<file path="config.mk">
export PLATFORM = sky130hd
export DESIGN_NAME = multi_cycle_controller_flat
export DESIGN_NICKNAME = d
export VERILOG_FILES = /design/src/rtl/multi_cycle_controller_pkg.sv /design/src/rtl/multi_cycle_controller_if.sv /design/src/rtl/multi_cycle_controller_output_decode.sv /design/src/rtl/multi_cycle_controller.sv /design/src/flat_wrapper.sv
export SDC_FILE = /design/constraint.sdc
export NUM_CORES = 1
export LEC_CHECK = 0
export ABC_CLOCK_PERIOD_IN_PS = 2400
export BUFFER_PORTS_ARGS = -buffer_cell sky130_fd_sc_hd__buf_4
export CORE_MARGIN = 10
export CORE_UTILIZATION = 31
export CTS_CLUSTER_DIAMETER = 200
export DETAILED_ROUTE_END_ITERATION = 7
export SLEW_MARGIN = 20
export SYNTH_ARGS = -nofsm -noshare
export SYNTH_HDL_FRONTEND = slang
export SYNTH_HIERARCHICAL = 1
export SYNTH_SLANG_ARGS = --single-unit
</file>
<file path="constraint.sdc">
create_clock -name clk -period 2.4 [get_ports clk]
set_input_delay 0.24 -clock clk [delete_from_list [all_inputs] [get_ports clk]]
set_output_delay 0.24 -clock clk [all_outputs]
set_load 0.005 [all_outputs]
</file>
<file path="src/rtl/multi_cycle_controller_pkg.sv">
// Shared definitions for the multi-cycle RV32 controller: opcodes, FSM state
// encodings, ALU select encodings and the bundled control word.
package riscv_mc_pkg;

    // Width of the opcode field, instruction[OPC_W-1:0]
    localparam int unsigned OPC_W = 7;

    // Supported RV32 major opcodes
    localparam logic [OPC_W-1:0] OPC_R     = 7'd51;
    localparam logic [OPC_W-1:0] OPC_LOAD  = 7'd3;
    localparam logic [OPC_W-1:0] OPC_STORE = 7'd35;
    localparam logic [OPC_W-1:0] OPC_BEQ   = 7'd99;

    // FSM states; encodings 10-15 are unused and recover to S_FETCH
    typedef enum logic [3:0] {
        S_FETCH    = 4'd0,
        S_DECODE   = 4'd1,
        S_MEM_ADDR = 4'd2,
        S_MEM_RD   = 4'd3,
        S_LOAD_WB  = 4'd4,
        S_MEM_WR   = 4'd5,
        S_R_EXEC   = 4'd6,
        S_R_WB     = 4'd7,
        S_BRANCH   = 4'd8,
        S_TRAP     = 4'd9
    } state_e;

    // ALU operation select seen by the ALU control block
    typedef enum logic [1:0] {
        ALU_ADD   = 2'b00,
        ALU_SUB   = 2'b01,
        ALU_FUNCT = 2'b10
    } alu_op_e;

    // ALU B-operand select
    typedef enum logic [1:0] {
        SRC_B_RS2  = 2'b00,
        SRC_B_FOUR = 2'b01,
        SRC_B_IMM  = 2'b10
    } alu_src_b_e;

    // Every datapath control driven by the controller in one cycle
    typedef struct packed {
        logic       pc_write;
        logic       ir_write;
        logic       i_or_d;
        logic       mem_read;
        logic       mem_write;
        logic       reg_write;
        logic       mem_to_reg;
        logic       alu_src_a;
        alu_src_b_e alu_src_b;
        alu_op_e    alu_op;
        logic       pc_source;
    } ctrl_t;

    // True for opcodes that go through the address-calculation state
    function automatic logic is_mem_opcode(input logic [OPC_W-1:0] opcode);
        return (opcode == OPC_LOAD) || (opcode == OPC_STORE);
    endfunction

endpackage

</file>
<file path="src/rtl/multi_cycle_controller_if.sv">
// Controller <-> datapath bundle. The controller uses the master view (reads
// IR/zero/mem_ready, drives controls); the datapath uses the slave view.
interface multi_cycle_controller_if #(
    parameter int unsigned INSTRUCTION_LEN = 32,
    parameter int unsigned COUNT_W         = 32
);
    logic [INSTRUCTION_LEN-1:0] instruction;
    logic                       zero;
    logic                       mem_ready;

    logic                       pc_write;
    logic                       ir_write;
    logic                       i_or_d;
    logic                       mem_read;
    logic                       mem_write;
    logic                       reg_write;
    logic                       mem_to_reg;
    logic                       alu_src_a;
    logic [1:0]                 alu_src_b;
    logic [1:0]                 alu_op;
    logic                       pc_source;
    logic                       illegal;
    logic [3:0]                 state;
    logic [COUNT_W-1:0]         instr_retired;

    modport master (
        input  instruction, zero, mem_ready,
        output pc_write, ir_write, i_or_d, mem_read, mem_write, reg_write,
               mem_to_reg, alu_src_a, alu_src_b, alu_op, pc_source,
               illegal, state, instr_retired
    );

    modport slave (
        output instruction, zero, mem_ready,
        input  pc_write, ir_write, i_or_d, mem_read, mem_write, reg_write,
               mem_to_reg, alu_src_a, alu_src_b, alu_op, pc_source,
               illegal, state, instr_retired
    );
endinterface

</file>
<file path="src/rtl/multi_cycle_controller_output_decode.sv">
// Combinational control decode: maps the registered FSM state (gated by
// mem_ready, zero and reset) onto the datapath control word.
module mc_output_decode
    import riscv_mc_pkg::*;
(
    input  state_e state,
    input  logic   mem_ready,
    input  logic   zero,
    input  logic   reset,
    output ctrl_t  ctrl
);

    // Moore decode per state; reset forces every enable and select low
    always_comb begin
        ctrl = '0;
        if (reset) begin
            ctrl = '0;
        end else begin
            case (state)
                S_FETCH: begin
                    // IR and PC only load in the cycle memory actually returns
                    ctrl.mem_read  = 1'b1;
                    ctrl.i_or_d    = 1'b0;
                    ctrl.alu_src_a = 1'b0;
                    ctrl.alu_src_b = SRC_B_FOUR;
                    ctrl.alu_op    = ALU_ADD;
                    ctrl.ir_write  = mem_ready;
                    ctrl.pc_write  = mem_ready;
                end
                S_DECODE: begin
                    // Speculative branch target PC+imm lands in ALUOut
                    ctrl.alu_src_a = 1'b0;
                    ctrl.alu_src_b = SRC_B_IMM;
                    ctrl.alu_op    = ALU_ADD;
                end
                S_MEM_ADDR: begin
                    ctrl.alu_src_a = 1'b1;
                    ctrl.alu_src_b = SRC_B_IMM;
                    ctrl.alu_op    = ALU_ADD;
                end
                S_MEM_RD: begin
                    // Held for the whole stall so the strobe never breaks
                    ctrl.mem_read = 1'b1;
                    ctrl.i_or_d   = 1'b1;
                end
                S_LOAD_WB: begin
                    ctrl.reg_write  = 1'b1;
                    ctrl.mem_to_reg = 1'b1;
                end
                S_MEM_WR: begin
                    ctrl.mem_write = 1'b1;
                    ctrl.i_or_d    = 1'b1;
                end
                S_R_EXEC: begin
                    ctrl.alu_src_a = 1'b1;
                    ctrl.alu_src_b = SRC_B_RS2;
                    ctrl.alu_op    = ALU_FUNCT;
                end
                S_R_WB: begin
                    ctrl.reg_write  = 1'b1;
                    ctrl.mem_to_reg = 1'b0;
                end
                S_BRANCH: begin
                    // Compare rs1-rs2; take ALUOut target only when equal
                    ctrl.alu_src_a = 1'b1;
                    ctrl.alu_src_b = SRC_B_RS2;
                    ctrl.alu_op    = ALU_SUB;
                    ctrl.pc_source = 1'b1;
                    ctrl.pc_write  = zero;
                end
                S_TRAP: begin
                    ctrl = '0;
                end
                default: begin
                    ctrl = '0;
                end
            endcase
        end
    end

endmodule

</file>
<file path="src/rtl/multi_cycle_controller.sv">
// Multi-cycle RV32 sequencing controller (R-type, LW, SW, BEQ). Holds the
// state register, next-state logic, sticky illegal flag and retire counter;
// control outputs come from mc_output_decode.
module multi_cycle_controller
    import riscv_mc_pkg::*;
#(
    parameter int unsigned INSTRUCTION_LEN = 32,
    parameter int unsigned OPCODE_W        = OPC_W,
    parameter int unsigned COUNT_W         = 32
) (
    input  logic                     clk,
    input  logic                     reset,
    multi_cycle_controller_if.master bus
);

    localparam logic [COUNT_W-1:0] RETIRE_INC = {{(COUNT_W-1){1'b0}}, 1'b1};

    state_e               state_r;
    logic                 illegal_r;
    logic [COUNT_W-1:0]   retired_r;
    logic [OPCODE_W-1:0]  opcode_s;
    ctrl_t                ctrl_s;

    assign opcode_s = bus.instruction[OPCODE_W-1:0];

    // FSM: state transitions, sticky illegal flag and retire count
    always_ff @(posedge clk) begin
        if (reset) begin
            state_r   <= S_FETCH;
            illegal_r <= 1'b0;
            retired_r <= '0;
        end else begin
            case (state_r)
                S_FETCH: begin
                    if (bus.mem_ready) begin
                        state_r <= S_DECODE;
                    end else begin
                        state_r <= S_FETCH;
                    end
                end
                S_DECODE: begin
                    if (is_mem_opcode(opcode_s)) begin
                        state_r <= S_MEM_ADDR;
                    end else if (opcode_s == OPC_R) begin
                        state_r <= S_R_EXEC;
                    end else if (opcode_s == OPC_BEQ) begin
                        state_r <= S_BRANCH;
                    end else begin
                        state_r   <= S_TRAP;
                        illegal_r <= 1'b1;
                    end
                end
                S_MEM_ADDR: begin
                    // IR is stable, so only LOAD/STORE can be seen here
                    if (opcode_s == OPC_LOAD) begin
                        state_r <= S_MEM_RD;
                    end else if (opcode_s == OPC_STORE) begin
                        state_r <= S_MEM_WR;
                    end else begin
                        state_r   <= S_TRAP;
                        illegal_r <= 1'b1;
                    end
                end
                S_MEM_RD: begin
                    if (bus.mem_ready) begin
                        state_r <= S_LOAD_WB;
                    end else begin
                        state_r <= S_MEM_RD;
                    end
                end
                S_LOAD_WB: begin
                    state_r   <= S_FETCH;
                    retired_r <= retired_r + RETIRE_INC;
                end
                S_MEM_WR: begin
                    if (bus.mem_ready) begin
                        state_r   <= S_FETCH;
                        retired_r <= retired_r + RETIRE_INC;
                    end else begin
                        state_r <= S_MEM_WR;
                    end
                end
                S_R_EXEC: begin
                    state_r <= S_R_WB;
                end
                S_R_WB: begin
                    state_r   <= S_FETCH;
                    retired_r <= retired_r + RETIRE_INC;
                end
                S_BRANCH: begin
                    state_r   <= S_FETCH;
                    retired_r <= retired_r + RETIRE_INC;
                end
                S_TRAP: begin
                    state_r <= S_TRAP;
                end
                default: begin
                    // Corrupted encoding: recover; entering FETCH counts
                    state_r   <= S_FETCH;
                    retired_r <= retired_r + RETIRE_INC;
                end
            endcase
        end
    end

    mc_output_decode u_output_decode (
        .state     (state_r),
        .mem_ready (bus.mem_ready),
        .zero      (bus.zero),
        .reset     (reset),
        .ctrl      (ctrl_s)
    );

    assign bus.pc_write      = ctrl_s.pc_write;
    assign bus.ir_write      = ctrl_s.ir_write;
    assign bus.i_or_d        = ctrl_s.i_or_d;
    assign bus.mem_read      = ctrl_s.mem_read;
    assign bus.mem_write     = ctrl_s.mem_write;
    assign bus.reg_write     = ctrl_s.reg_write;
    assign bus.mem_to_reg    = ctrl_s.mem_to_reg;
    assign bus.alu_src_a     = ctrl_s.alu_src_a;
    assign bus.alu_src_b     = ctrl_s.alu_src_b;
    assign bus.alu_op        = ctrl_s.alu_op;
    assign bus.pc_source     = ctrl_s.pc_source;
    assign bus.illegal       = illegal_r;
    assign bus.state         = state_r;
    assign bus.instr_retired = retired_r;

endmodule

</file>
<file path="src/flat_wrapper.sv">
// flat-port wrapper written by rule: the top's interface ports become plain ports
module multi_cycle_controller_flat import riscv_mc_pkg::*;
#(
    parameter int unsigned INSTRUCTION_LEN = 32,
    parameter int unsigned OPCODE_W        = OPC_W,
    parameter int unsigned COUNT_W         = 32
)
  (clk, reset, bus_instruction, bus_zero, bus_mem_ready, bus_pc_write, bus_ir_write, bus_i_or_d, bus_mem_read, bus_mem_write, bus_reg_write, bus_mem_to_reg, bus_alu_src_a, bus_alu_src_b, bus_alu_op, bus_pc_source, bus_illegal, bus_state, bus_instr_retired);
  multi_cycle_controller_if #(.INSTRUCTION_LEN(INSTRUCTION_LEN), .COUNT_W(COUNT_W)) bus_i ();
  input  logic clk;
  input  logic reset;
  input wire logic [$bits(bus_i.instruction)-1:0] bus_instruction;
  input wire logic [$bits(bus_i.zero)-1:0] bus_zero;
  input wire logic [$bits(bus_i.mem_ready)-1:0] bus_mem_ready;
  output wire logic [$bits(bus_i.pc_write)-1:0] bus_pc_write;
  output wire logic [$bits(bus_i.ir_write)-1:0] bus_ir_write;
  output wire logic [$bits(bus_i.i_or_d)-1:0] bus_i_or_d;
  output wire logic [$bits(bus_i.mem_read)-1:0] bus_mem_read;
  output wire logic [$bits(bus_i.mem_write)-1:0] bus_mem_write;
  output wire logic [$bits(bus_i.reg_write)-1:0] bus_reg_write;
  output wire logic [$bits(bus_i.mem_to_reg)-1:0] bus_mem_to_reg;
  output wire logic [$bits(bus_i.alu_src_a)-1:0] bus_alu_src_a;
  output wire logic [$bits(bus_i.alu_src_b)-1:0] bus_alu_src_b;
  output wire logic [$bits(bus_i.alu_op)-1:0] bus_alu_op;
  output wire logic [$bits(bus_i.pc_source)-1:0] bus_pc_source;
  output wire logic [$bits(bus_i.illegal)-1:0] bus_illegal;
  output wire logic [$bits(bus_i.state)-1:0] bus_state;
  output wire logic [$bits(bus_i.instr_retired)-1:0] bus_instr_retired;
  assign bus_i.instruction = bus_instruction;
  assign bus_i.zero = bus_zero;
  assign bus_i.mem_ready = bus_mem_ready;
  assign bus_pc_write = bus_i.pc_write;
  assign bus_ir_write = bus_i.ir_write;
  assign bus_i_or_d = bus_i.i_or_d;
  assign bus_mem_read = bus_i.mem_read;
  assign bus_mem_write = bus_i.mem_write;
  assign bus_reg_write = bus_i.reg_write;
  assign bus_mem_to_reg = bus_i.mem_to_reg;
  assign bus_alu_src_a = bus_i.alu_src_a;
  assign bus_alu_src_b = bus_i.alu_src_b;
  assign bus_alu_op = bus_i.alu_op;
  assign bus_pc_source = bus_i.pc_source;
  assign bus_illegal = bus_i.illegal;
  assign bus_state = bus_i.state;
  assign bus_instr_retired = bus_i.instr_retired;
  multi_cycle_controller #(.INSTRUCTION_LEN(INSTRUCTION_LEN), .OPCODE_W(OPCODE_W), .COUNT_W(COUNT_W)) u_core (.clk(clk), .reset(reset), .bus(bus_i));
endmodule
</file>
# [Word-level counts from Yosys, hierarchy flattened]
# Cells that the tools add are included.
[totals] register_bits=37 inputBits=36 word_cells=58
[classes] addsub=1 eq_ne=19 muxes=26 n_bitwise=1 n_reduce_logical=8
[op_table] op="$pmux W32 S2" n=1
[op_table] op="$add A32 B1 Y32 const B" n=1
[op_table] op="$mux W32" n=1
[op_table] op="$pmux W4 S7" n=1
[op_table] op="$pmux W5 S5" n=1
[op_table] op="$eq A4 B3 Y1 const B" n=4
[op_table] op="$mux W4" n=4
[op_table] op="$eq A7 B6 Y1 const B" n=2
[op_table] op="$mux W13" n=1
[op_table] op="$mux W1" n=12
[op_table] op="$ne A2 B2 Y1 const B" n=6
[op_table] op="$eq A4 B2 Y1 const B" n=2
[op_table] op="$eq A4 B4 Y1 const B" n=2
[op_table] op="$eq A7 B2 Y1 const B" n=1
[op_table] op="$eq A7 B7 Y1 const B" n=1
[op_table] op="$mux W3" n=2
[op_table] op="$reduce_and A6 Y1" n=1
[op_table] op="$reduce_or A6 Y1" n=1
[op_table] op="$eq A4 B1 Y1 const B" n=1
[op_table] op="$logic_not A4 Y1" n=1
[op_table] op="$pmux W1 S2" n=2
[op_table] op="$pmux W2 S2" n=1
[op_table] op="$reduce_or A2 Y1" n=2
[op_table] op="$reduce_and A2 Y1" n=1
[op_table] op="other kinds (3)" n=3

# [Longest topological paths before layout]
# Gate-level depths: netlist (run 1).
[depth] ltp_word=5 ltp_mapped=8 depth_no_buf=5

# [Hierarchy]
# Netlist (run 1), hierarchy kept.
[by_module_without_submodules] module="multi_cycle_controller" instances=1 cells_per_inst=249 area_per_inst_um2=1968.1 seq_area_each_um2=740.7
[by_module_without_submodules] module="mc_output_decode" instances=1 cells_per_inst=23 area_per_inst_um2=181.4 seq_area_each_um2=0.0

# [Worst setup path before layout (run 1)]
# OpenSTA, ideal clock, no wires.
[synth_path] path_type="reg-to-reg" start="register u_core.state_r[2], in the netlist u_core/bus.state[2]" end="register u_core.retired_r[27], in the netlist u_core/bus.instr_retired[27]" setup_ps=71 arrival_time_ps=1824 required_time_ps=2329 path_slack_ps=505 path_stages_with_launch=8 path_buffers=2 period_less_slack_ps=1895 cell_sequence="dfxtp_1 > clkbuf_1 > o21ai_0 > nand2_1 > nand4_1 > clkbuf_2 > or4_1 > a21oi_1"
[synth_via] elab_chain_cells=4
[synth_lines] item="start, declared" line="multi_cycle_controller.sv:18" text="state_e state_r;"
[synth_lines] item="start signal, assigned" line="multi_cycle_controller.sv:29" text="state_r <= S_FETCH;"
[synth_lines] item="start signal, assigned" line="multi_cycle_controller.sv:36" text="state_r <= S_DECODE;"
[synth_lines] item="start signal, assigned" line="multi_cycle_controller.sv:38" text="state_r <= S_FETCH;"
[synth_lines] item="$eq A4 B3 Y1, or another cell as far along" line="multi_cycle_controller.sv:33" text="case (state_r)"
[synth_lines] item="$reduce_or A6 Y1 (no line)"
[synth_lines] item="$not A1 Y1 (no line)"
[synth_lines] item="$reduce_and A2 Y1 (no line)"
[synth_lines] item="end signal, assigned" line="multi_cycle_controller.sv:73" text="retired_r <= retired_r + RETIRE_INC;"
[synth_lines] item="end signal, assigned" line="multi_cycle_controller.sv:78" text="retired_r <= retired_r + RETIRE_INC;"
[synth_lines] item="end signal, assigned" line="multi_cycle_controller.sv:88" text="retired_r <= retired_r + RETIRE_INC;"
[synth_lines] item="end, declared" line="multi_cycle_controller.sv:20" text="logic [COUNT_W-1:0] retired_r;"
# Parallel ways exist; a longest one is shown, timed or not.
# A chain may end at the register's enable or synchronous reset.

# [Worst setup path after layout (run 1)]
[layout_path] start="register u_core.state_r[0], in the netlist u_core/bus.state[0]" end="register u_core.retired_r[27], in the netlist u_core/bus.instr_retired[27]"
# The elaborated chain is that of the path after synthesis.

==> results of run 1 <==
cell usage after synthesis (2+ instances only):
master      n
or3_1       9
clkbuf_1   11
a21oi_1    26
o31ai_1    11
and3_1      2
o21ai_0    14
o311ai_0    2
nand3_1    11
nor3b_1     4
a31oi_1     3
nand2_1    16
and2_1      6
nor2_1     23
a211oi_1    2
nor3_1     10
or2_2       2
nor2b_1     3
xor2_1      3
a2111oi_0   2
dfxtp_1    37
or4_1      11
mux2i_1     3
buf_2       4
nand4_1    11
nand2b_1    4
nor4_1      7
xnor2_1     8
inv_1       5
cell families (layout without fill, tap and decap cells):
logic type / after synthesis / in the layout
fa+ha+maj: 1 / 1
flops: 37 / 37
compound gates: 67 / 67
mux: 4 / 4
buf+inv: 23 / 80
simple gates: 129 / 129
xor+xnor: 11 / 11
cell type report:
class	instances	area, um2	area share
well taps	80	100.1	0.03581
clock inverters	2	37.54	0.01343
inverters	5	18.77	0.006714
multi-input cells	212	1313	0.4696
flip-flops and latches	37	740.7	0.2650
clock buffers	6	82.58	0.02954
repair buffers	67	503.0	0.1799
path summary, 6_finish.rpt:
check	start	slack [ns]	endpoint
hold / removal	bus_instruction[5]	0.26	u_core/bus.state[2]$_SDFF_PP0_
hold reg to reg	u_core/bus.instr_retired[31]$_SDFFE_PP0P_	0.49	u_core/bus.instr_retired[31]$_SDFFE_PP0P_
setup reg to reg	u_core/bus.state[0]$_SDFF_PP0_	0.33	u_core/bus.instr_retired[27]$_SDFFE_PP0P_
setup / recovery	u_core/bus.state[0]$_SDFF_PP0_	0.33	u_core/bus.instr_retired[27]$_SDFFE_PP0P_
routing by layer:
metal  vias to the layer above  share of wire
li1                       1126              -
met1                      1047           0.46
met2                        40           0.47
met3                         8          0.056
met4                         0          0.022
met5                         -              0
report_power, final:
group / internal, uW / total [uW] / switching, uW
registers: 621 / 629 / 8.58
logic: 69.5 / 149 / 79.3
clock network: 338 / 561 / 224
total: 1030 / 1340 / 311
flip-flops by register name, indices dropped and copies added (netlist names):
name	flops
u_core/bus.illegal	1
u_core/bus.instr_retired	32
u_core/bus.state	4
critical path, delay by kind of cell, from the launching register on:
family	cells	cell delay (ns)
buffers and inverters	1	0.25
AOI/OAI and AO/OA	2	0.39
and+or+nand+nor	3	0.91
DFF	1	0.44
layout by cell type (no fill, tap or decap), types with 2 or more instances in the layout:
cell | Yosys | layout
a2111oi_0 | 2 | 2
inv_1 | 5 | 5
xnor2_1 | 8 | 8
dfxtp_1 | 37 | 37
and3_1 | 2 | 2
o21ai_0 | 14 | 14
a211oi_1 | 2 | 2
nor2b_1 | 3 | 3
o311ai_0 | 2 | 2
o31ai_1 | 11 | 11
and2_1 | 6 | 6
or2_2 | 2 | 2
mux2i_1 | 3 | 3
nor3_1 | 10 | 10
nand2b_1 | 4 | 4
buf_4 | 1 | 67
or3_1 | 9 | 9
nor4_1 | 7 | 7
a31oi_1 | 3 | 3
a21oi_1 | 26 | 26
nor2_1 | 23 | 23
nand3_1 | 11 | 11
nand2_1 | 16 | 16
nand4_1 | 11 | 11
nor3b_1 | 4 | 4
xor2_1 | 3 | 3
or4_1 | 11 | 11
clkbuf_8 | 0 | 6
through the flow:
step,total power (uW),cells
global placement,792.1,401
floorplan,729.4,272
finish,1339,409
global route,1393,409
detailed placement,793.3,401
CTS,1357,409
==> results.json, run 1 <==
{
  "postRouteWirelength_um": 6168,
  "grt_pass1_wl_um": 9991,
  "crit_slowest_cell": "or4_1",
  "arrival_ns": 2.28,
  "drv_slew": 0,
  "io_pins": 86,
  "avgSynthCellArea_um2": 7.903,
  "fillers": 694,
  "avgRoutedWirePerCell_um": 15.08,
  "met3_usage": 0.03123,
  "synth_top_family_by_area": "simple AND/OR/NAND/NOR gates",
  "synthTopCellsByArea": "dfxtp_1 (34%), a21oi_1 (6.1%), nor2_1 (4.0%)",
  "final_cell_area_um2": 2795,
  "core-area_um2": 6756,
  "rsz0062_at_grt": "no",
  "synth_nets": 309,
  "clockBufferDepth": 2,
  "antenna_cells": 0,
  "post_cts_buffers": 0,
  "place_area_um2": 2675,
  "fin_skew_ns": 0.01024,
  "critPathMaxFanout": 30,
  "die_w_um": 103.3,
  "layout-drive-gt1-share": 0.2584,
  "std_cell_rows": 30,
  "clockRootBuffer": "clkbuf_8",
  "dr_total_vias": 2221,
  "numClockSinks": 37,
  "cts_resized": 0,
  "slowest_delay_ns": 0.52,
  "clk_latency_ns": 0.29,
  "synth_top_area_frac": 0.3446,
  "synthMuxAreaShare": 0.01921,
  "htree_levels": 2,
  "fin_ws_ns": 0.3345,
  "worst_hold_slack_ns": 0.2581,
  "power_density_nw_per_um2": 479.1,
  "ys_seq_area_frac": 0.3446,
  "ys_types": 50,
  "p_leak_uw": 0.001003,
  "cts_tree": "done",
  "fin_crit_sh": 0.8606,
  "dominantRegCellSynth": "dfxtp_1",
  "whs_path_depth": 3,
  "grt_start_max_net_pins": 42,
  "maxSlewHeadroom": 0.6669,
  "start_util": 0.3181,
  "gp_congestion": 0.8228,
  "synth-xor-area-share": 0.04482,
  "die_area_um2": 10660,
  "drv_cap": 0,
  "postRouteAntennaNets": 0,
  "vias_per_cell": 5.430,
  "grt-busiest-layer": "met2",
  "synth-compound-area-share": 0.1932,
  "synthAdderAreaFrac": 0.005821,
  "yosysWarnings": 6,
  "firstDrtPassIters": 4,
  "peakVddDrop_v": 0.0002076,
  "status": "finished clean",
  "clk_pin_slew_ns": 0.08,
  "final_hold_viol_count": 0,
  "cp-end-kind": "flop",
  "yosys.area_share.simple": 0.3475,
  "syn2layout_area_growth_pct": 30.03,
  "start_kind": "flop",
  "met2_usage": 0.1843,
  "fmax_mhz": 484.2,
  "hold_buffers": 0,
  "grt_pass1_vias": 2074,
  "grt.total_usage": 0.1147,
  "grt.overflow.total": 0,
  "crit_required_ns": 2.61,
  "utilization": 0.4137,
  "cts_inserted_buffers": 5,
  "worstPathCellList": "nand2b_1, a21o_1, nand4_1, buf_4, or4_1, a21oi_1",
  "setup-violations-final": 0,
  "grt_antenna_before_repair": 0,
  "max_slew.worst_pin.slew_ns": 0.4871,
  "yosysTopAreaCell": "dfxtp_1",
  "ys_seq_elements": 37,
  "hpwlAfterDp_um": 4460,
  "timing_worst_setup_path_type": "reg -> reg",
  "holdCritPathClass": "in -> reg",
  "fin_setup_tns_ns": 0,
  "async_flop_share": 0,
  "min_period_ns": 2.065,
  "synth_edf_count": 0,
  "post-place-ws_ns": 0.3555,
  "layout.nets": 365,
  "die_h_um": 103.3,
  "drt_iter0_drc": 173,
  "reg2reg_depth": 6,
  "io_buffers": 60,
  "drc_errors": 0,
  "grt_use_met1": 0.1453,
  "syn_inst": 272,
  "netlist_area_um2": 2150
}
(Power assumes the default switching activity.)
==> run 2: changes to the inputs <==
--- a/config.mk
+++ b/config.mk
@@ -5,12 +5,13 @@
 export SDC_FILE = /design/constraint.sdc
 export NUM_CORES = 1
 export LEC_CHECK = 0
-export ABC_CLOCK_PERIOD_IN_PS = 2400
 export BUFFER_PORTS_ARGS = -buffer_cell sky130_fd_sc_hd__buf_4
 export CORE_MARGIN = 10
-export CORE_UTILIZATION = 31
+export CORE_UTILIZATION = 48
 export CTS_CLUSTER_DIAMETER = 200
 export DETAILED_ROUTE_END_ITERATION = 7
+export GPL_ROUTABILITY_DRIVEN = 1
+export PLACE_DENSITY = 0.79
 export SLEW_MARGIN = 20
 export SYNTH_ARGS = -nofsm -noshare
 export SYNTH_HDL_FRONTEND = slang
==> results.json, run 2 (synthesis gave the netlist of run 1 again) <==
{
  "r2r-start": "u_core/bus.state[0]$_SDFF_PP0_",
  "grt_pass1_wl_um": 9798,
  "crit_start": "u_core/bus.state[3]$_SDFF_PP0_",
  "antenna_cells": 0,
  "drt_iter0_drc": 119,
  "final_hold_viol_count": 0,
  "start_util": 0.4937,
  "fillers": 402,
  "cp-end-kind": "primary output",
  "htree_levels": 2,
  "start_kind": "flop",
  "hpwlAfterDp_um": 4214,
  "fin_crit_sh": 0.8719,
  "setup.worst_path.end": "bus_alu_src_a",
  "io_pins": 86,
  "die_w_um": 86.92,
  "layout_common_cells": "buf_4 (67), dfxtp_1 (37), a21oi_1 (26), nor2_1 (23), nand2_1 (16)",
  "clk_latency_ns": 0.29,
  "io_buffers": 60,
  "clockBufferDepth": 2,
  "holdCritPathClass": "in -> reg",
  "slowest_delay_ns": 0.58,
  "fin_setup_tns_ns": 0,
  "cts_resized": 0,
  "arrival_ns": 1.85,
  "utilization": 0.6296,
  "cts_tree": "done",
  "multi_input_area_um2": 1313,
  "vias_per_cell": 5.966,
  "rsz0062_at_grt": "no",
  "fmax_mhz": 477.9,
  "avgRoutedWirePerCell_um": 15.38,
  "std_cell_rows": 24,
  "worst_hold_slack_ns": 0.2488,
  "grt_pass1_vias": 2042,
  "cts_inserted_buffers": 5,
  "peakVddDrop_v": 0.0003559,
  "layout.nets": 365,
  "p_leak_uw": 0.0009994,
  "postRouteAntennaNets": 0,
  "worstPathCellList": "buf_4, or3b_1, a211oi_2, buf_4",
  "max_slew.worst_pin.slew_ns": 0.4021,
  "fin_ws_ns": 0.3073,
  "crit_top_cell": "buf_4",
  "firstDrtPassIters": 4,
  "post-place-ws_ns": 0.3548,
  "timing_worst_setup_path_type": "reg -> out",
  "die_area_um2": 7555,
  "numClockSinks": 37,
  "drv_slew": 0,
  "clockRootBuffer": "clkbuf_8",
  "largest_reg_flops": 32,
  "clk_pin_slew_ns": 0.07,
  "gp_congestion": 0.8700,
  "crit_required_ns": 2.16,
  "layout_commonest_cell": "buf_4",
  "core-area_um2": 4354,
  "maxSlewHeadroom": 0.7250,
  "reg2reg_depth": 6,
  "setup-violations-final": 0,
  "crit_slowest_cell": "dfxtp_1",
  "hold_buffers": 0,
  "grt.overflow.total": 0,
  "grt.total_usage": 0.1534,
  "critPathMaxFanout": 12,
  "post_cts_buffers": 0,
  "worst-r2r-setup-slack_ns": 0.35,
  "syn2layout_area_growth_pct": 27.53,
  "regArea_um2": 740.7,
  "min_period_ns": 2.093,
  "drc_errors": 0,
  "dr_total_vias": 2273,
  "grt_antenna_before_repair": 0,
  "postRouteWirelength_um": 5859,
  "status": "finished clean",
  "rr_endpoint": "u_core/bus.instr_retired[28]$_SDFFE_PP0P_",
  "grt_start_max_net_pins": 42,
  "drv_cap": 0,
  "layout-drive-gt1-share": 0.2584,
  "fin_skew_ns": 0.007155,
  "power_density_nw_per_um2": 458.5,
  "die_h_um": 86.92
}
[run 2: cell types whose count changed in the layout (fill, tap and decap cells not counted), sizes merged]
cell      before  now
clkinvlp       1    0
bufinv         1    0
clkinv         0    1
clkbuf         6    7
[run 2: area by class of cell]
type,count,share of cell area
well taps,52,0.02373
flip-flops and latches,37,0.2702
clock inverters,1,0.001826
multi-input cells,212,0.4788
repair buffers,67,0.1835
inverters,5,0.006846
clock buffers,7,0.03514
[run 2: worst min path at each step]
| stage | from | to | cells past startpoint |
|---|---|---|---|
| finish | bus_instruction[5] | u_core/bus.state[2]$_SDFF_PP0_ | 3 |
| global route | bus_instruction[5] | u_core/bus.state[2]$_SDFF_PP0_ | 3 |
| CTS | bus_instruction[5] | u_core/bus.state[2]$_SDFF_PP0_ | 3 |
| detailed placement | u_core/bus.instr_retired[31]$_SDFFE_PP0P_ | u_core/bus.instr_retired[31]$_SDFFE_PP0P_ | 2 |
| global placement | u_core/bus.instr_retired[31]$_SDFFE_PP0P_ | u_core/bus.instr_retired[31]$_SDFFE_PP0P_ | 2 |
| floorplan | bus_instruction[5] | u_core/bus.state[2]$_SDFF_PP0_ | 2 |
[run 2: power breakdown]
part	internal [uW]	total, uW	switching [uW]	leakage, uW
clock	259	478	218	0.0000542
combinational	69.6	147	77.8	0.000647
sequential	621	632	11.2	0.000299
[run 2: stage by stage]
stage | cells | instance area (um2) | power, uW
3_5_place_dp | 373 | 2640 | 793.2
5_1_grt | 381 | 2741 | 1313
3_3_place_gp | 373 | 2640 | 789.7
6_report | 381 | 2741 | 1257
4_1_cts | 381 | 2741 | 1261
2_1_floorplan | 272 | 2150 | 729.4
[run 2: worst max-delay path: cells and delay by family (launching register included)]
family,cells,cell delay (ns)
AOI/OAI and AO/OA,1,0.21
and+or+nand+nor,1,0.37
buffers and inverters,2,0.41
DFF,1,0.58
[run 2: routing by layer]
metal	track usage	up-vias	wire length (um)
met5	0	-	0
met1	0.1945	1074	2661
met2	0.2338	64	2702
met4	0.03829	0	72
li1	-	1127	-
met3	0.06367	8	423
==> run 3: changes to the inputs <==
--- a/config.mk
+++ b/config.mk
@@ -11,9 +11,8 @@
 export CTS_CLUSTER_DIAMETER = 200
 export DETAILED_ROUTE_END_ITERATION = 7
 export GPL_ROUTABILITY_DRIVEN = 1
-export PLACE_DENSITY = 0.79
+export PLACE_DENSITY = 0.8
 export SLEW_MARGIN = 20
 export SYNTH_ARGS = -nofsm -noshare
 export SYNTH_HDL_FRONTEND = slang
-export SYNTH_HIERARCHICAL = 1
 export SYNTH_SLANG_ARGS = --single-unit
==> constraint.sdc (replaced) <==
create_clock -name clk -period 2.4 [get_ports clk]
set_input_delay 0.24 -clock clk [delete_from_list [all_inputs] [get_ports clk]]
set_output_delay 0.24 -clock clk [all_outputs]
set_load 0.1 [all_outputs]
==> results.json, run 3 <==
{
  "holdCritStartpoint": "reset",
  "drc_errors": 0,
  "std_cell_rows": 23,
  "syn2layout_area_growth_pct": 37.16,
  "drv_slew": 0,
  "layout-drive-gt1-share": 0.3528,
  "die_area_um2": 7277,
  "layout_common_cells": "buf_4 (71), nor2_1 (29), a21oi_1 (20), o21ai_0 (18), dfxtp_1 (18)",
  "avgSynthCellArea_um2": 7.695,
  "clk_pin_slew_ns": 0.09,
  "r2r-start": "u_core.bus.instr_retired[0]$_SDFFE_PP0P_",
  "grt.total_usage": 0.1455,
  "numClockSinks": 37,
  "dominantRegCellSynth": "dfxtp_1",
  "synth_nets": 303,
  "rr_endpoint": "u_core.bus.instr_retired[26]$_SDFFE_PP0P_",
  "setup-violations-final": 0,
  "synth_edf_count": 0,
  "grt_pass1_wl_um": 9177,
  "async_flop_share": 0,
  "grt-busiest-layer": "met2",
  "firstDrtPassIters": 4,
  "synth_common_cells": "dfxtp_1 (37), nor2_1 (33), a21oi_1 (21)",
  "max_slew.worst_pin.slew_ns": 0.3756,
  "fmax_mhz": 447.6,
  "postRouteWirelength_um": 5609,
  "crit_top_cell": "or3_1",
  "worstPathCellList": "ha_1, nand3_1, or3_1, or3_1, or4_1, a21oi_1",
  "cts_tree": "done",
  "synth_most_common_cell": "dfxtp_1",
  "synth_top_area_frac": 0.3619,
  "rsz0062_at_grt": "no",
  "htree_levels": 2,
  "worst_hold_slack_ns": 0.2096,
  "hold_end": "u_core.bus.instr_retired[8]$_SDFFE_PP0P_",
  "syn_inst": 266,
  "hpwlAfterDp_um": 4224,
  "netlist_area_um2": 2047,
  "worst-r2r-setup-slack_ns": 0.17,
  "clk_latency_ns": 0.29,
  "power_density_nw_per_um2": 480.1,
  "grt_use_met1": 0.1620,
  "arrival_ns": 2.45,
  "cts_resized": 0,
  "clockBufferDepth": 2,
  "p_leak_uw": 0.001021,
  "final_hold_viol_count": 0,
  "maxSlewHeadroom": 0.7431,
  "status": "finished clean",
  "ys_seq_area_frac": 0.3619,
  "drt_iter0_drc": 109,
  "grt_antenna_before_repair": 0,
  "fillers": 347,
  "vias_per_cell": 5.644,
  "layout.nets": 362,
  "grt_start_max_net_pins": 29,
  "peakVddDrop_v": 0.0003318,
  "fin_crit_sh": 0.9309,
  "ys_seq_elements": 37,
  "min_period_ns": 2.234,
  "crit_slowest_cell": "or4_1",
  "antenna_cells": 0,
  "die_w_um": 85.31,
  "met3_usage": 0.05258,
  "gp_congestion": 0.7999,
  "holdCritPathClass": "in -> reg",
  "hold_buffers": 0,
  "whs_path_depth": 2,
  "drv_cap": 0,
  "fin_skew_ns": 0.01294,
  "reg2reg_depth": 6,
  "largest_reg_flops": 32,
  "synthTopCellsByArea": "dfxtp_1 (36%), xnor2_1 (6.4%), nor2_1 (6.1%)",
  "ys_types": 40,
  "yosysWarnings": 0,
  "slowest_delay_ns": 0.52,
  "layout_commonest_cell": "buf_4",
  "utilization": 0.6920,
  "dr_total_vias": 2122,
  "start_util": 0.5045,
  "met2_usage": 0.2561,
  "crit_required_ns": 2.62,
  "critPathMaxFanout": 5,
  "avgRoutedWirePerCell_um": 14.92,
  "cp-end-kind": "flop",
  "post_cts_buffers": 0,
  "grt_pass1_vias": 2038,
  "postRouteAntennaNets": 0,
  "clockRootBuffer": "clkbuf_8",
  "start_kind": "flop",
  "io_buffers": 60,
  "cts_inserted_buffers": 5,
  "fin_total_pwr_uw": 1348,
  "grt.overflow.total": 0,
  "io_pins": 86,
  "core-area_um2": 4058,
  "die_h_um": 85.31,
  "timing_worst_setup_path_type": "reg -> reg",
  "yosysTopAreaCell": "dfxtp_1"
}
## run 3: worst max path at each step
| stage | start | end | cells after the start |
|---|---|---|---|
| after floorplan | u_core.bus.state[2]$_SDFF_PP0_ | bus_pc_write | 5 |
| after global placement | u_core.bus.instr_retired[5]$_SDFFE_PP0P_ | u_core.bus.instr_retired[31]$_SDFFE_PP0P_ | 5 |
| after detailed placement | u_core.bus.instr_retired[5]$_SDFFE_PP0P_ | u_core.bus.instr_retired[15]$_SDFFE_PP0P_ | 6 |
| after CTS | u_core.bus.instr_retired[5]$_SDFFE_PP0P_ | u_core.bus.instr_retired[15]$_SDFFE_PP0P_ | 6 |
| after global routing | u_core.bus.instr_retired[0]$_SDFFE_PP0P_ | u_core.bus.instr_retired[30]$_SDFFE_PP0P_ | 7 |
| final | u_core.bus.instr_retired[0]$_SDFFE_PP0P_ | u_core.bus.instr_retired[26]$_SDFFE_PP0P_ | 6 |
## run 3: layout make-up
class                      instances  area (um2)  share of cell area
multi-input combinational        206        1309              0.4661
sequential                        37       797.0              0.2839
timing repair buffer              71       533.0              0.1898
clock buffer                       5       68.82             0.02451
tap                               50       62.56             0.02228
clock inverter                     3       22.52            0.008021
inverter                           4       15.01            0.005348
## run 3: kinds of logic after synthesis
logic type / Yosys count / share of synthesized area
AO/OA/AOI/OAI: 53 / 0.1492
XOR/XNOR: 17 / 0.07274
adder cells (fa/ha/maj): 1 / 0.006111
buffers and inverters: 23 / 0.04340
flip-flops: 37 / 0.3619
multiplexers: 1 / 0.005501
AND/OR/NAND/NOR: 134 / 0.3613
## run 3: metrics by stage
| step | cells | setup TNS, ns | area, um2 | setup slack [ns] |
|---|---|---|---|---|
| 2_1_floorplan | 266 | -0.8077 | 2201 | -0.4519 |
| 3_3_place_gp | 368 | 0 | 2711 | 0.1222 |
| 3_5_place_dp | 368 | 0 | 2711 | 0.05709 |
| 4_1_cts | 376 | 0 | 2803 | 0.04482 |
| 5_1_grt | 376 | 0 | 2808 | 0.02853 |
| 6_report | 376 | 0 | 2808 | 0.1659 |
## run 3: worst max-delay path, delay by kind of cell, from the launching register on
family	cells	cell delay (ns)
flip-flops	1	0.37
AO/OA/AOI/OAI	1	0.14
adder cells (fa/ha/maj)	1	0.16
AND/OR/NAND/NOR	4	1.49
## run 3: metal layers
layer | wire length, um | vias up | part of all wire
met5 | 0 | - | 0
met4 | 19 | 0 | 0.0034
li1 | - | 1081 | -
met2 | 2769 | 46 | 0.49
met3 | 328 | 4 | 0.058
met1 | 2491 | 991 | 0.44
## run 3: power breakdown
part	internal, uW	switching [uW]
logic	74.3	200
clock network	206	236
registers	610	21.3
